<file path="src/rtl/lifo_cmd_issuer.sv">
// Command issuer in front of the LIFO stack: arbitrates push/pop requests, tracks occupancy,
// drives one {opcode,data} vector per operation and captures the word returned by a pop.
module lifo_cmd_issuer #(
    parameter int DATA_WIDTH   = 4,
    parameter int NUM_ENTRIES  = 8,
    parameter int OPCODE_WIDTH = 2,
    parameter int CNT_WIDTH    = 4
) (
    input  logic                             clk,
    input  logic                             reset,
    input  logic                             push_req,
    input  logic [DATA_WIDTH-1:0]            push_data,
    output logic                             push_ack,
    input  logic                             pop_req,
    output logic                             pop_ack,
    output logic [DATA_WIDTH-1:0]            pop_data,
    output logic                             pop_valid,
    input  logic [DATA_WIDTH-1:0]            lifo_data_in,
    output logic [OPCODE_WIDTH+DATA_WIDTH-1:0] vector_out,
    output logic [CNT_WIDTH-1:0]             count,
    output logic                             full,
    output logic                             empty
);

    localparam logic [OPCODE_WIDTH-1:0] OP_NOP  = OPCODE_WIDTH'(0);
    localparam logic [OPCODE_WIDTH-1:0] OP_POP  = OPCODE_WIDTH'(1);
    localparam logic [OPCODE_WIDTH-1:0] OP_PUSH = OPCODE_WIDTH'(2);
    localparam logic [CNT_WIDTH-1:0]    CNT_MAX = CNT_WIDTH'(NUM_ENTRIES);

    typedef enum logic [1:0] {IDLE, PUSH, POP, POP_CAP} state_t;

    state_t state;
    state_t state_next;

    logic                              last_push;
    logic                              last_push_next;
    logic                              push_ok;
    logic                              pop_ok;
    logic                              grant_push;
    logic                              grant_pop;
    logic [OPCODE_WIDTH+DATA_WIDTH-1:0] vector_next;
    logic                              push_ack_next;
    logic                              pop_ack_next;
    logic                              pop_valid_next;
    logic [DATA_WIDTH-1:0]             pop_data_next;
    logic [CNT_WIDTH-1:0]              count_next;

    assign full  = (count == CNT_MAX);
    assign empty = (count == '0);

    // On contention the side not served last wins; last_push resets low so push wins first.
    assign push_ok    = push_req & ~full;
    assign pop_ok     = pop_req & ~empty;
    assign grant_push = (state == IDLE) & push_ok & (~pop_ok | ~last_push);
    assign grant_pop  = (state == IDLE) & pop_ok & ~grant_push;

    always_ff @(posedge clk or negedge reset) begin
        if (!reset) begin
            state <= IDLE;
        end else begin
            state <= state_next;
        end
    end

    always_comb begin
        state_next = state;
        unique case (state)
            IDLE: begin
                if (grant_push) begin
                    state_next = PUSH;
                end else if (grant_pop) begin
                    state_next = POP;
                end
            end
            PUSH:    state_next = IDLE;
            POP:     state_next = POP_CAP;
            POP_CAP: state_next = IDLE;
            default: state_next = IDLE;
        endcase
    end

    always_comb begin
        vector_next    = {OP_NOP, {DATA_WIDTH{1'b0}}};
        push_ack_next  = 1'b0;
        pop_ack_next   = 1'b0;
        pop_valid_next = 1'b0;
        pop_data_next  = pop_data;
        count_next     = count;
        last_push_next = last_push;
        unique case (state)
            IDLE: begin
                if (grant_push) begin
                    vector_next    = {OP_PUSH, push_data};
                    push_ack_next  = 1'b1;
                    count_next     = count + CNT_WIDTH'(1);
                    last_push_next = 1'b1;
                end else if (grant_pop) begin
                    vector_next    = {OP_POP, {DATA_WIDTH{1'b0}}};
                    pop_ack_next   = 1'b1;
                    count_next     = count - CNT_WIDTH'(1);
                    last_push_next = 1'b0;
                end
            end
            // The LIFO presents the popped word one edge after it executes the pop.
            POP_CAP: begin
                pop_data_next  = lifo_data_in;
                pop_valid_next = 1'b1;
            end
            default: ;
        endcase
    end

    always_ff @(posedge clk or negedge reset) begin
        if (!reset) begin
            vector_out <= '0;
            push_ack   <= 1'b0;
            pop_ack    <= 1'b0;
            pop_valid  <= 1'b0;
            pop_data   <= '0;
            count      <= '0;
            last_push  <= 1'b0;
        end else begin
            vector_out <= vector_next;
            push_ack   <= push_ack_next;
            pop_ack    <= pop_ack_next;
            pop_valid  <= pop_valid_next;
            pop_data   <= pop_data_next;
            count      <= count_next;
            last_push  <= last_push_next;
        end
    end

endmodule

</file>
<file path="config.mk">
export PLATFORM = sky130hd
export DESIGN_NAME = lifo_cmd_issuer
export DESIGN_NICKNAME = d
export VERILOG_FILES = /design/src/rtl/lifo_cmd_issuer.sv
export SDC_FILE = /design/constraint.sdc
export NUM_CORES = 1
export LEC_CHECK = 0
export CAP_MARGIN = 20
export CORE_AREA = 2 2 48 50
export CTS_CLUSTER_SIZE = 28
export DETAILED_ROUTE_END_ITERATION = 12
export DIE_AREA = 0 0 50 52
export PLACE_DENSITY_LB_ADDON = 0.08
export SYNTH_ARGS = -nofsm -noshare
export SYNTH_HDL_FRONTEND = slang
export SYNTH_SLANG_ARGS = --single-unit
</file>
<file path="constraint.sdc">
create_clock -name clk -period 3.52 [get_ports clk]
set_clock_uncertainty 0.1 [all_clocks]
set_input_delay 0.88 -clock clk [delete_from_list [all_inputs] [get_ports clk]]
set_output_delay 0.88 -clock clk [all_outputs]
set_load 0.1 [all_outputs]
</file>
Word-level counts from Yosys, hierarchy flattened
Cells that the tools add are included.
{"block": "totals", "ff_bits": 20, "latchBits": 0, "mem_bits_rw": 0, "romBits": 0, "out_inout_bits": 19, "wordCells": 48, "mem_count": 0}
{"block": "op_classes", "addsub": 2, "mul": 0, "div_mod_pow": 0, "order_cmp": 0, "eq_ne": 5, "shifts": 0, "muxes": 16, "bitwise_logic": 12, "reduce_logical": 5}
{"cell": "$mux 6", "count": 2}
{"cell": "$mux 1", "count": 8}
{"cell": "$mux 4", "count": 2}
{"cell": "$and 1x1->1", "count": 6}
{"cell": "$pmux 2 s3", "count": 1}
{"cell": "$mux 5", "count": 1}
{"cell": "$not 1->1", "count": 5}
{"cell": "$add 4x1->4 const B", "count": 1}
{"cell": "$eq 2x2->1 const B", "count": 2}
{"cell": "$eq 4x4->1 const B", "count": 1}
{"cell": "$logic_not 4->1", "count": 1}
{"cell": "$mux 2", "count": 2}
{"cell": "$sub 4x1->4 const B", "count": 1}
{"cell": "$ne 3x3->1 const B", "count": 1}
{"cell": "$eq 2x1->1 const B", "count": 1}
{"cell": "$logic_not 2->1", "count": 1}
{"cell": "$reduce_and 2->1", "count": 1}
{"cell": "$reduce_bool 2->1", "count": 1}
{"cell": "$reduce_or 2->1", "count": 1}
{"cell": "$or 1x1->1", "count": 1}

Longest topological paths before layout
Gate-level depths: netlist of the first run.
{"block": "logic_depth", "word_depth": 11, "depth_mapped": 12}

Worst setup path before layout of the first run
Ideal clock, no wire load.
{"block": "synth_path", "path_kind": "register to register", "from": "register count[1]", "to": "register count[2]", "setup_time_ns": 0.128, "arrival_time_ns": 3.104, "slack_ns": 0.187, "stages_incl_launch_ff": 12, "path_buffers": 1, "synth_period_minus_slack_ns": 3.333, "cell_sequence": "dfrtp_1 > buf_6 > o311ai_1 > nand3_1 > nor3_2 > inv_2 > xor2_1 > ha_1 > nor4b_1 > a31oi_1 > xor2_1 > mux2_1"}
{"block": "synth_via", "elab_chain_len": 10, "elab_cells_between_ends": 19, "cone_classes": "add/sub: 2; eq/ne: 1; mux: 2; bitwise: 11; reduce/logical: 3"}
{"element": "start: declaration", "line": "20", "text": "output logic [CNT_WIDTH-1:0] count,"}
{"element": "start signal: assignment", "line": "128", "text": "count <= count_next;"}
{"element": "$logic_not 4->1", "line": "49", "text": "assign empty = (count == '0);"}
{"element": "$not 1->1", "line": "53", "text": "assign pop_ok = pop_req & ~empty;"}
{"element": "$and 1x1->1", "line": "53"}
{"element": "$not 1->1", "line": "54", "text": "assign grant_push = (state == IDLE) & push_ok & (~pop_ok | ~last_push);"}
{"element": "$or 1x1->1", "line": "54"}
{"element": "$and 1x1->1", "line": "54"}
{"element": "$not 1->1", "line": "55", "text": "assign grant_pop = (state == IDLE) & pop_ok & ~grant_push;"}
{"element": "$and 1x1->1", "line": "55"}
{"element": "$reduce_bool 2->1 (no line)"}
{"element": "$reduce_and 2->1 (no line)"}
Parallel ways exist; a longest one is shown, timed or not. The select of a mux whose other input is x is not followed.
A chain may end at the register's enable or synchronous reset.

Final worst setup path of the first run
{"block": "layout_path", "from": "input pop_req", "to": "register count[2]"}
{"block": "layout_via", "elab_chain_len": 8, "elab_cells_between_ends": 10, "cone_classes": "mux: 1; bitwise: 7; reduce/logical: 2"}
{"element": "start: declaration", "line": "14", "text": "input logic pop_req,"}
{"element": "$and 1x1->1 *", "line": "53"}
{"element": "$not 1->1", "line": "54"}
{"element": "$or 1x1->1", "line": "54"}
{"element": "$and 1x1->1", "line": "54"}
{"element": "$not 1->1", "line": "55"}
{"element": "$and 1x1->1", "line": "55"}
{"element": "$reduce_bool 2->1 (no line)"}
{"element": "$reduce_and 2->1 (no line)"}
Mark *: on every way between the ends. The rest lies on a longest branch, timed or not.

==> results of run 1 <==
## cells by family after synthesis
kind of cell / Yosys count / synth area share
buffers and inverters: 9 / 0.0615
adders and majority gates: 2 / 0.0308
DFF: 18 / 0.554
muxes: 6 / 0.0831
xor gates and xnor gates: 4 / 0.0431
and+or+nand+nor: 19 / 0.135
AOI/OAI and AO/OA: 10 / 0.0923
## how the worst max path moves through the flow
stage / slack (ns) / end / depth (start not counted) / start
6_report: 0.33 / count[2] / 11 / pop_req
5_1_grt: 0.23 / count[2] / 11 / pop_req
3_3_place_gp: 0.09 / count[2] / 11 / pop_req
3_5_place_dp: 0.08 / count[2] / 11 / pop_req
4_1_cts: 0.37 / count[2] / 11 / pop_req
2_1_floorplan: 0.19 / count[2] / 11 / count[1]
## metal layers
layer,up-vias,track usage
met5,-,0
met4,0,0.102
met3,5,0.0172
met2,32,0.202
met1,288,0.156
li1,298,-
## cells in the mapped netlist
library cell | number | area [sq um]
buf_6 | 1 | 11.3
a311o_1 | 1 | 10.0
a21oi_1 | 2 | 10.0
nor2b_1 | 1 | 6.26
nand4_1 | 1 | 6.26
a31o_2 | 1 | 8.76
a211oi_2 | 1 | 12.5
inv_1 | 4 | 15.0
nand2_1 | 3 | 11.3
inv_2 | 1 | 3.75
nor4b_1 | 1 | 8.76
nor2_1 | 4 | 15.0
dfrtp_1 | 18 | 450
or4b_1 | 1 | 10.0
ha_1 | 2 | 25.0
buf_4 | 2 | 15.0
o311ai_1 | 1 | 8.76
or4_1 | 1 | 7.51
a31oi_1 | 2 | 12.5
o21ai_1 | 1 | 5.00
o21a_1 | 1 | 7.51
buf_2 | 1 | 5.00
nor3_2 | 1 | 10.0
nand3_1 | 2 | 10.0
mux2_2 | 4 | 45.0
xor2_1 | 4 | 35.0
mux2_1 | 2 | 22.5
and2_1 | 4 | 25.0
## metrics by stage
step / hold slack [ns] / worst slack (ns)
after global placement: 0.372 / 0.0878
after global routing: 0.418 / 0.231
after floorplan: 0.346 / 0.188
after CTS: 0.394 / 0.371
after detailed placement: 0.373 / 0.0773
final: 0.393 / 0.328
## registers in the layout, indices dropped and copies added (netlist names)
| register | count |
|---|---|
| count | 4 |
| state | 2 |
| pop_data | 4 |
| push_ack | 1 |
| vector_out | 5 |
| pop_valid | 1 |
| last_push | 1 |
## cells in the final DEF (no fill, tap or decap), types with 2 or more instances in the layout
cell	synthesis	routed
mux2_1	2	2
nand2_1	3	3
a31oi_1	2	2
nor2_1	4	4
buf_4	2	22
clkdlybuf4s50_1	0	11
xor2_1	4	4
a21oi_1	2	2
inv_1	4	4
dfrtp_1	18	18
nand3_1	2	2
mux2_2	4	4
clkbuf_4	0	3
and2_1	4	4
ha_1	2	2
## worst max-delay path, delay by kind of cell
| kind | cells | cell delay [ns] |
|---|---|---|
| and+or+nand+nor | 3 | 0.73 |
| buffers and inverters | 2 | 0.56 |
| xor gates and xnor gates | 2 | 0.31 |
| AOI/OAI and AO/OA | 2 | 0.30 |
| muxes | 1 | 0.30 |
| adders and majority gates | 1 | 0.21 |
## cell type report
class                   count  share of cell area
clock buffers               3              0.0202
inverters                   5              0.0168
multi-input cells          41               0.281
flip-flops and latches     18               0.404
well taps                  28              0.0314
repair buffers             33               0.247
==> flow_summary.toml, run 1 <==
[min_path]
hold_class = "reg2reg"
hp-start = "last_push"
whs_endpoint = "last_push"
worstHoldPathCells = 2

[setup_path]
endpoint_kind = "register"
path_class = "in2reg"
r2r-end = "count[2]"
r2r_start = "count[1]"
cp_slowest_cell = "clkdlybuf4s50_1"
crit_chain = "clkdlybuf4s50_1 -> o311ai_1 -> nand3_1 -> nor3_2 -> inv_2 -> xor2_1 -> ha_1 -> nor4b_1 -> a31oi_1 -> xor2_1 -> mux2_1"
r2r_slack_ns = 0.62
critPathArrivalTime_ns = 3.28
crit_path_start_kind = "primary input"
cpPeakStageDelay_ns = 0.47
crit_fanout = 4
reg2reg_depth = 10
crit_top_cell = "xor2_1"
cp_data_required_time_ns = 3.61

[place]
post-place-cells = 125
io_buffers = 30
hpwl_um = 1120
place_congestion = 0.813
placed_cell_area_sq_um = 1090

[drt]
vias_per_cell = 4.87
wl_met1_um = 672
drt-initial-drc-count = 11
dr.pass1.iters = 4
highest_layer = "met4"
wl_met3_um = 123
ant_nets = 0
finalWirelength_um = 1500
wire_per_inst_um = 11.7
num_vias = 623
drc = 0
wl_met2_um = 666

[synthesis]
synth.net_count = 82
syn_inst = 68
synth_area_sq_um = 813
synth_cell_types = 28
seq_area_frac_synth = 0.554
post_synth.cell_area_avg_sq_um = 12.0
yosysWarningCount = 0
ys_ff_latch = 18

[sta]
rsz0062_at_grt = "false"
fin_crit_sh = 0.907
worstMarginPinSlew_ns = 0.794
fmax_mhz = 313
finalHoldViolCount = 0
setup_viol = 0
tns_ns = 0
maxSlewHeadroom = 0.469
drv_slew = 0
post-route-min-period_ns = 3.19

[clock_network]
numClockSinks = 18
ctsRootBufferMaster = "clkbuf_4"
path_clk_slew_ns = 0.09
clkLatencyLatePin_ns = 0.29
tritoncts = "built"
cts_buffers = 3
cts_hold_buf = 0
h-tree-depth = 1
postCtsSetupRepairBufs = 0
cts_resized = 0
cts_buffer_depth = 2

[finish]
seq_area_sq_um = 450
antennaDiodeCount = 0
fill_cells = 207
utilization = 0.529
drive_above_1_share = 0.330
area_growth_pct = 37.1
stdcell_area_sq_um = 1110
layoutNonFillerInstCount = 128
nets = 116
multiInputGateArea_sq_um = 313

[floorplanning]
io_pins = 31
start_util = 0.386
die_w_um = 50
rows = 17
core_area_sq_um = 2110
die_y_um = 52
design.die.area_sq_um = 2600

[grt]
grt_pass1_vias = 571
overflow = 0
grt_pass1_wl_um = 2440
grt_start_max_net_pins = 19
antenna_found_initial = 0
gr-usage-all-layers = 0.127

[outcome]
outcome = "finished, final reports clean"

[run]
cap_violations = 0
Power of run 1 is not shown: default switching activity piles up to over one toggle a cycle in this logic, so the estimate is an artifact.
==> run 2: changes to the inputs <==
ABC_AREA = 1   (was not set)
ABC_CLOCK_PERIOD_IN_PS = 3400   (was not set)
clock period = 3.4 ns   (was 3.52 ns; I/O delays follow)
==> run 2 against run 1 <==
Non-clock buffer count shrank 3. Synthesized cell count grew 41%. Critical endpoint is now count[3]. Final cell count grew 21%. Flip-flop and latch count is the same.
==> flow_summary.toml, run 2 <==
[clock_network]
path_clk_slew_ns = 0.10
numClockSinks = 18
cts_resized = 0
tritoncts = "built"
clkLatencyLatePin_ns = 0.29
ctsRootBufferMaster = "clkbuf_4"
cts_buffers = 3
cts_hold_buf = 0
cts_buffer_depth = 2
postCtsSetupRepairBufs = 0
h-tree-depth = 1

[setup_path]
crit_top_cell = "nand2_1"
endpoint_kind = "register"
crit_fanout = 14
crit_chain = "clkdlybuf4s50_1 -> nand2_1 -> nor2_4 -> nand2_2 -> ha_1 -> nand2_1 -> nand3b_1 -> nand3_1 -> nand2_1 -> nand2_1 -> nand2_1"
crit_path_start_kind = "primary input"
critPathArrivalTime_ns = 2.54
cpPeakStageDelay_ns = 0.45
cp_data_required_time_ns = 3.49
path_class = "in2reg"
cp_slowest_cell = "clkdlybuf4s50_1"

[sta]
finalHoldViolCount = 0
timing.hold.ws_ns = 0.387
maxSlewHeadroom = 0.465
fmax_mhz = 408
worstMarginPinSlew_ns = 0.800
post-route-min-period_ns = 2.45
fin_crit_sh = 0.721
rsz0062_at_grt = "false"
setup_viol = 0
postLayoutSetupSlackWorst_ns = 0.949
tns_ns = 0
drv_slew = 0

[synthesis]
synth_area_sq_um = 841
post_synth.cell_area_avg_sq_um = 8.76
seq_area_frac_synth = 0.536
yosysWarningCount = 0
synth_cell_types = 19
post-synth-top-count-cell = "nand2_1"
synthAdderAreaFrac = 0.0298
synth_edf_count = 0
synth_top_cell_area_share = 0.536
syn_inst = 96
async_flop_share = 1.00
synth.net_count = 110
ys_top_cells_by_count = "30 x nand2_1, 18 x dfrtp_1, 15 x inv_1, 8 x nor2_1, 5 x nand3_1"
synth_xor_area_frac = 0.0208
synth_top_area_cell = "dfrtp_1"
synthMuxAreaShare = 0.0119
synth_top_family_by_area = "simple AND/OR/NAND/NOR gates"
synth_area_leaders = "dfrtp_1 54%, nand2_1 13%, inv_1 6.7%, nor2_1 3.6%, ha_1 3.0%"
synth_ff_type = "dfrtp_1"
yosys.area_share.simple = 0.278
synth_compound_area_frac = 0.0253
ys_ff_latch = 18

[finish]
seq_area_sq_um = 450
top_regs = "vector_out: 5 flops, count: 4 flops, pop_data: 4 flops"
nets = 142
fill_cells = 191
antennaDiodeCount = 0
area_growth_pct = 35.4
final_common_cell = "nand2_1"
drive_above_1_share = 0.228
top_register = "vector_out"
largest_reg_flops = 5
multiInputGateArea_sq_um = 308
final_cell_mix = "30 x nand2_1, 19 x buf_4, 18 x dfrtp_1, 15 x inv_1, 11 x clkdlybuf4s50_1"

[place]
place_congestion = 0.758
io_buffers = 30
hpwl_um = 1180
place_worst_setup_slack_ns = 0.616

[floorplanning]
design.die.area_sq_um = 2600
core_area_sq_um = 2110
die_y_um = 52
die_w_um = 50
start_util = 0.399
io_pins = 31
rows = 17

[drt]
drc = 0
finalWirelength_um = 1580
ant_nets = 0
wire_per_inst_um = 10.2
drt-initial-drc-count = 10
vias_per_cell = 4.36
dr.pass1.iters = 4
num_vias = 676

[grt]
gr-usage-all-layers = 0.143
grt_pass1_wl_um = 2740
antenna_found_initial = 0
grt_start_max_net_pins = 19
grt_pass1_vias = 639
overflow = 0

[min_path]
hold_class = "reg2reg"

[outcome]
outcome = "finished, final reports clean"

[run]
cap_violations = 0
[run 2: kinds of logic after synthesis]
group,Yosys count
AND/OR/NAND/NOR,51
flip-flops,18
buffers and inverters,18
AO/OA/AOI/OAI,4
adder cells (fa/ha/maj),2
multiplexers,1
XOR/XNOR,2
[run 2: critical path, delay by kind of cell]
family | cells | cell delay [ns]
and+or+nand+nor | 9 | 0.85
adders and majority gates | 1 | 0.39
buffers and inverters | 1 | 0.45
[run 2: cell type report]
class | instances | area share
Clock buffer | 4 | 0.0319
Timing Repair Buffer | 30 | 0.222
Inverter | 15 | 0.0495
Multi-Input combinational cell | 60 | 0.270
Sequential cell | 18 | 0.396
Tap cell | 28 | 0.0308
[run 2: stage by stage]
step	cells	cell area, sq um	utilization
final	155	1140	0.541
after global routing	155	1140	0.541
after CTS	155	1140	0.541
after detailed placement	151	1100	0.523
after global placement	151	1100	0.523
after floorplan	96	841	-
[run 2: final timing paths]
path / from / to / slack, ns / cells past startpoint
setup / recovery: push_req / count[3] / 0.95 / 11
hold / removal: pop_data[3] / pop_data[3] / 0.39 / 2
setup reg to reg: count[1] / count[2] / 1.29 / 12
hold reg to reg: pop_data[3] / pop_data[3] / 0.39 / 2
max in group asynchronous: reset / count[2] / 1.79 / 1
min in group asynchronous: reset / vector_out[2] / 0.91 / 1
[run 2: per-layer routing]
layer	routed length [um]	track usage	vias to the layer above
met5	0	0	-
met4	42	0.0972	0
met3	82	0.0287	6
met2	715	0.226	23
met1	741	0.176	296
li1	-	-	351
Power of run 2 is left out for the same reason.
